===== config.mk =====
export PLATFORM = sky130hd
export DESIGN_NAME = demux18_collect
export DESIGN_NICKNAME = d
export VERILOG_FILES = /design/src/rtl/demux18_collect.sv
export SDC_FILE = /design/constraint.sdc
export NUM_CORES = 1
export LEC_CHECK = 0
export ABC_CLOCK_PERIOD_IN_PS = 2000
export BUFFER_PORTS_ARGS = -buffer_cell sky130_fd_sc_hd__buf_2
export CELL_PAD_IN_SITES_DETAIL_PLACEMENT = 1
export CELL_PAD_IN_SITES_GLOBAL_PLACEMENT = 1
export CORE_ASPECT_RATIO = 1.2
export CORE_MARGIN = 2
export CORE_UTILIZATION = 30
export DETAILED_ROUTE_END_ITERATION = 10
export PLACE_DENSITY_LB_ADDON = 0.1
export SKIP_CTS_REPAIR_TIMING = 1
export SLEW_MARGIN = 15
export SYNTH_ARGS = -nofsm -noshare
export SYNTH_HDL_FRONTEND = slang
export SYNTH_SLANG_ARGS = --single-unit

===== constraint.sdc =====
create_clock -name clk -period 2 [get_ports clk]
set_clock_uncertainty 0.05 [all_clocks]
set_input_delay 0.2 -clock clk [delete_from_list [all_inputs] [get_ports clk]]
set_output_delay 0.2 -clock clk [all_outputs]
set_load 0.005 [all_outputs]

===== src/rtl/demux18_collect.sv =====
// ---------------------------------------------------------------------------
// demux18_collect
//
// Registered 1:8 demultiplexer / collector. Each accepted word is steered into
// one of eight holding registers (a..h). The target is either the explicit
// channel select or an internal round-robin slot pointer. The block records
// which channels have been written in the current frame and pulses frame_done
// once all eight are filled. The holding registers can then feed an 8:1 mux
// for readback.
//
// Ports:
//   clk            system clock, rising edge
//   rst            synchronous, active-high reset
//   flush          synchronous frame abort (flags/slot/error cleared, data kept)
//   in_valid       write strobe for in_data
//   in_data[W-1:0] word to store
//   sel[2:0]       target channel when mode = 0 (0 -> a ... 7 -> h)
//   mode           0 = addressed by sel, 1 = round-robin by slot
//   a..h[W-1:0]    holding registers for channels 0..7
//   ch_valid[7:0]  per-channel "written this frame" flags, bit i = channel i
//   slot[2:0]      current round-robin pointer
//   frame_done     one-cycle pulse when the frame completes
//   overwrite_err  sticky: a channel was written twice within one frame
// ---------------------------------------------------------------------------
module demux18_collect #(
    parameter int W = 3
) (
    input  logic         clk,
    input  logic         rst,
    input  logic         flush,
    input  logic         in_valid,
    input  logic [W-1:0] in_data,
    input  logic [2:0]   sel,
    input  logic         mode,
    output logic [W-1:0] a,
    output logic [W-1:0] b,
    output logic [W-1:0] c,
    output logic [W-1:0] d,
    output logic [W-1:0] e,
    output logic [W-1:0] f,
    output logic [W-1:0] g,
    output logic [W-1:0] h,
    output logic [7:0]   ch_valid,
    output logic [2:0]   slot,
    output logic         frame_done,
    output logic         overwrite_err
);

    logic [W-1:0] regs [8];

    logic [2:0] tgt;       // channel addressed this cycle
    logic [7:0] tgt_oh;    // one-hot of tgt
    logic [7:0] base_cv;   // flags the current write builds on
    logic [7:0] nxt_cv;    // flags after this cycle's write

    // NOTE: every always_comb output gets a value on every path (here
    // unconditionally), so no latch can be inferred.
    always_comb begin
        tgt    = mode ? slot : sel;
        tgt_oh = 8'b1 << tgt;
        // While frame_done is high, ch_valid shows the completed frame (FF);
        // the next frame starts from empty so back-to-back frames need no
        // dead cycle.
        base_cv = frame_done ? 8'h00 : ch_valid;
        nxt_cv  = base_cv | tgt_oh;
    end

    // NOTE: sequential state uses non-blocking assignments only, so every
    // register samples pre-edge values regardless of statement order.
    always_ff @(posedge clk) begin
        if (rst) begin
            // NOTE: the holding registers are reset because their reset value
            // is architecturally visible on a..h, unlike a plain storage array.
            for (int i = 0; i < 8; i++) begin
                regs[i] <= '0;
            end
            ch_valid      <= 8'h00;
            slot          <= 3'd0;
            frame_done    <= 1'b0;
            overwrite_err <= 1'b0;
        end else if (flush) begin
            // Abort the frame; data registers are deliberately kept and any
            // concurrent write is dropped.
            ch_valid      <= 8'h00;
            slot          <= 3'd0;
            frame_done    <= 1'b0;
            overwrite_err <= 1'b0;
        end else if (in_valid) begin
            regs[tgt] <= in_data;
            if (mode) begin
                slot <= slot + 3'd1;   // wraps 7 -> 0 naturally
            end
            if (base_cv[tgt]) begin
                overwrite_err <= 1'b1;
            end
            if (nxt_cv == 8'hFF) begin
                frame_done <= 1'b1;
                ch_valid   <= 8'hFF;
            end else begin
                frame_done <= 1'b0;
                ch_valid   <= nxt_cv;
            end
        end else begin
            frame_done <= 1'b0;
            ch_valid   <= base_cv;   // performs the post-frame clear
        end
    end

    assign a = regs[0];
    assign b = regs[1];
    assign c = regs[2];
    assign d = regs[3];
    assign e = regs[4];
    assign f = regs[5];
    assign g = regs[6];
    assign h = regs[7];

endmodule

Word level (Yosys, flattened, before mapping)
Memory sizes are Yosys's and may differ from the RTL's.
Cells that the tools add are included.
Word-level totals
  register bits after elaboration: 13
  input port bits: 11
  output and inout bits: 37
  bits in writable memories: 24
  memories: 1
  logic and storage cells: 32
Memories
  regs: words 8, width 3, rd ports 8, clocked after memory_dff 0, wr ports 8, line 49  | logic [W-1:0] regs [8];
Operators by class
  shifts and indexed selects: 1
  bitwise gates (word level): 2
  add/sub/neg operators: 1
  equal/unequal tests: 1
  multiplexer cells: 16
  $lt $le $gt $ge: 1
  reduce and logical (&&, ||, !) cells: 5
Operator list (number)
  8-bit 2-to-1 mux: 3
  1-bit 2-to-1 mux: 9
  3-bit 2-to-1 mux: 3
  8-bit equality test, second input constant: 1
  8-bit bitwise OR: 1
  1-bit by 3-bit << shifter with 8-bit output, first input constant: 1
  3-bit OR reduction: 2
  3-bit by 4-bit less-than comparator with 1-bit output, second input constant: 1
  2-bit AND reduction: 2
  3-bit by 1-bit adder with 3-bit output, second input constant: 1
  1-bit binary-select mux with 3-bit select: 1
  2-bit OR reduction: 1
  1-bit NOT: 1

Logic depth before layout (Yosys ltp)
  depth in word-level cells: 6
  gate-level depth with buffers: 7
  mapped depth without buffers: 5

Least setup slack after synthesis
No wires, ideal clock.
  path type: register to register
  start: reg slot[1]
  end: reg overwrite_err
  slack: 391 ps
  clock period less this slack: 1609 ps
  setup time: 120 ps
  buffers on the path: 0
  data arrival time: 1439 ps
  stages on the path, launching flop included: 6
  required time: 1830 ps
  cells stage by stage: dfxtp_1 mux2i_1 mux4_2 nor2b_4 o31ai_4 a21oi_2
Between the ends
  cells in the longest elaborated chain, start to end: 4
Ends and longest elaborated chain
  start, declared: line 44  | output logic [2:0] slot,
  start signal, assigned: line 91  | slot <= slot + 3'd1;
  3-bit 2-to-1 mux: line 59  | tgt = mode ? slot : sel;
  1-bit binary-select mux with 3-bit select: line 93  | if (base_cv[tgt]) begin
  1-bit 2-to-1 mux (not written as such): line 93
  2-bit AND reduction (no source line)
  end signal, assigned: line 80  | overwrite_err <= 1'b0;
  end signal, assigned: line 87  | overwrite_err <= 1'b0;
  end signal, assigned: line 94  | overwrite_err <= 1'b1;
  end, declared: line 46  | output logic overwrite_err
Every way passes these cells. The select of a mux whose other input is x is not followed.
A chain may end at the register's enable or synchronous reset.

Worst setup path after layout
Ends and elaborated chain as after synthesis.

==> summary.md <==
| Metric | Value |
|---|---|
| Worst-Margin Slew | `around 450 ps` |
| Cell count after synthesis | `around 140` |
| Period minus WS final | `between 1500 and 2000 ps` |
| Pre-CTS setup slack | `about 130 ps` |
| Grt met3 use | `0.03256` |
| Final setup margin | `250.0 ps` |
| Hold path cells | `2` |
| Layout net count | `217` |
| Crit path arrival time | `1870 ps` |
| Critical path's slowest cell | `mux4_2` |
| WL per Instance | `16.48 um` |
| RSZ-0062 raised after global routing | `no` |
| Setup_tns | `0 ps` |
| Pwr Density | `approximately 690 mW/mm^2` |
| CP endpoint kind | `flop` |
| Root Driver | `clkbuf_8` |
| Hold WS | `between 100 and 150 ps` |
| Worst R2R End | `overwrite_err$_SDFFE_PP0P_` |
| Final hold viol count | `0` |
| Worst-Skew Late Latency | `280 ps` |
| CTS sink count | `37` |
| Vias in the first global route | `1374` |
| Initial Util | `0.3060` |
| First-pass GRT wire length | `7051 um` |
| HP Class | `in -> reg` |
| Worst vdd ir | `250.2 uV` |
| Critical path launch point | `slot[1]$_SDFFE_PP0P_` |
| First DRT Iteration DRCs | `50` |
| CP startpoint kind | `flop` |
| Final wirelength | `roughly 4400 um` |
| R2R setup slack | `250 ps` |
| Clock-pin slew of the registers on the worst-case setup and hold paths | `70 ps` |
| Largest net degree at the start of global routing | `14` |
| Worst Setup EP | `overwrite_err$_SDFFE_PP0P_` |
| CTS H-tree lvls | `2` |
| Core Area | `between 0.005 and 0.006 sq mm` |
| Layout area overhead | `26.10%` |
| 1st-pass router iterations | `4` |
| CP delay by family, top | `multiplexers` |
| Worst r2r src | `slot[1]$_SDFFE_PP0P_` |
| Crit path depth | `5` |
| Antenna viol nets, final | `0` |
| Synthesized Nets | `between 150 and 200` |
| Global-route met1 utilization | `0.1629` |
| Total Power | `1488 uW` |
| # setup viols final | `0` |
| Final HPWL DP | `3446 um` |
| Die area | `about 0.0063 sq mm` |
| Register area | `980.9 sq um` |
| Buf/Inv on CP | `0` |
| Antenna Cells | `0` |
| Top_reg_cell synth | `edfxtp_1` |
| Status | `finished clean` |
| Row Count | `30` |
| I/O pins | `48` |
| DRC | `0` |
| Final slew viol count | `0` |
| Count of cell types in the netlist | `36` |
| #FFs+latches synth | `37` |
| Number of synthesized flops with an enable pin | `24` |
| Crit Path Max Fanout | `8` |
| Share of cells above drive strength 1 | `0.3981` |
| Die extent in x | `72.96 um` |
| Worst-case reg-to-reg path depth | `5` |
| DIE HEIGHT | `just under 90 um` |
| FILL cells | `633` |
| Seq/Total Area, Yosys | `0.5731` |
| P_leak | `0.0009778 uW` |
| Met2 Use GR | `0.2802` |
| Crit path largest cell delay | `530 ps` |
| Post-synth ARST share | `0` |
| Max Cap Viol | `0` |
| Via Count | `1319` |
| Via/cell ratio | `4.885` |
| Routability congestion estimate | `about 0.79` |
| CTS tree | `built` |
| Warnings from Yosys | `0` |
| Setup Crit Path Kind | `reg -> reg` |
| Max frequency | `about 570 MHz` |
| CTS Buf Count | `5` |
| Mean Syn Cell Area | `about 12 sq um` |
| Relative slew slack | `0.6988` |
| Longest Clk Path Bufs | `2` |
| I/O Buffers | `47` |
| GRT busiest layer | `met2` |
| Post-Syn Area | `0.001712 sq mm` |
| Critical Path, Cell by Cell | `mux2i_1 > mux4_2 > nor2b_4 > o31ai_4 > a21oi_2` |
| Initial antenna violation count | `0` |
| Multi-input logic area | `678.2 sq um` |
| Grt ovf | `0` |
| Period utilization | `0.8750` |
| Crit path required time | `2120 ps` |
| GRT Util Overall | `0.1501` |
==> stage by stage <==
stage | instances | utilization | cell area [sq um]
4_1_cts | 270 | 0.3859 | 2158
3_3_place_gp | 262 | 0.3711 | 2076
2_1_floorplan | 144 | - | 1712
6_report | 270 | 0.3859 | 2158
3_5_place_dp | 262 | 0.3711 | 2076
5_1_grt | 270 | 0.3859 | 2158
==> Yosys cell counts (2+ instances only) <==
cell,instances,area [sq um]
a21o_1,8,60.06
a21oi_1,3,15.01
a32oi_1,4,35.03
and2_1,24,150.1
buf_6,2,22.52
dfxtp_1,13,260.3
edfxtp_1,24,720.7
inv_1,7,26.28
mux2i_1,3,30.03
nand2_1,3,11.26
nand3_1,3,15.01
nor2_1,14,52.55
nor3_1,3,15.01
o211ai_1,3,22.52
o21bai_1,2,15.01
or2_2,8,50.05
==> power breakdown <==
group,internal (uW),leakage (uW),switching [uW]
Combinational,63.4,0.000585,79.6
Clock,242,0.0000450,257
Sequential,836,0.000348,10.7
Total,1140,0.000978,347
==> layout make-up <==
type | count | share of cell area
clock buffers | 6 | 0.03362
inverters | 7 | 0.01217
clock inverters | 2 | 0.004638
multi-input cells | 97 | 0.3142
repair buffers | 57 | 0.1438
flip-flops and latches | 37 | 0.4545
well taps | 64 | 0.03710
==> how the worst min path moves through the flow <==
stage | from | end | slack, ps
floorplan | flush | slot[0]$_SDFFE_PP0P_ | 230
global placement | flush | slot[2]$_SDFFE_PP0P_ | 420
detailed placement | flush | slot[0]$_SDFFE_PP0P_ | 430
CTS | flush | slot[0]$_SDFFE_PP0P_ | 120
global route | flush | slot[0]$_SDFFE_PP0P_ | 120
finish | flush | slot[0]$_SDFFE_PP0P_ | 130
==> worst reg2reg max path, delay by kind of cell, from the launching register on <==
family / cells / cell delay [ps]
flip-flops: 1 / 400
AO/OA/AOI/OAI: 2 / 230
multiplexers: 2 / 820
AND/OR/NAND/NOR: 1 / 150
==> state kept, by name, summed over array words and instances, names as in the netlist <==
signal / cells
slot: 3
frame_done: 1
ch_valid: 8
overwrite_err: 1
regs: 24
==> layer usage <==
metal / up-vias / share of wire
met5: - / 0
met4: 0 / 0.011
met3: 4 / 0.033
met2: 32 / 0.57
met1: 647 / 0.39
li1: 636 / -
==> layout by cell type (no fill, tap or decap), types with 2 or more instances in the layout <==
cell      synthesis  layout
nand3_1           3       3
a21o_1            8       8
mux2i_1           3       3
nor2_1           14      14
inv_1             7       7
nor3_1            3       3
nand2_1           3       3
o211ai_1          3       3
a21oi_1           3       3
buf_2             0      47
a32oi_1           4       4
clkinv_2          0       2
clkbuf_8          0       5
edfxtp_1         24      24
dfxtp_1          13      13
and2_1           24      24
or2_2             8       8
o21bai_1          2       2
buf_4             0      10
==> cells by family after synthesis <==
group,Yosys count,synth area share
xor+xnor,2,0.01024
flops,37,0.5731
buf+inv,10,0.03070
compound gates,27,0.1308
fa+ha+maj,1,0.007309
mux,6,0.04532
simple gates,61,0.2025
(Power assumes the default switching activity.)
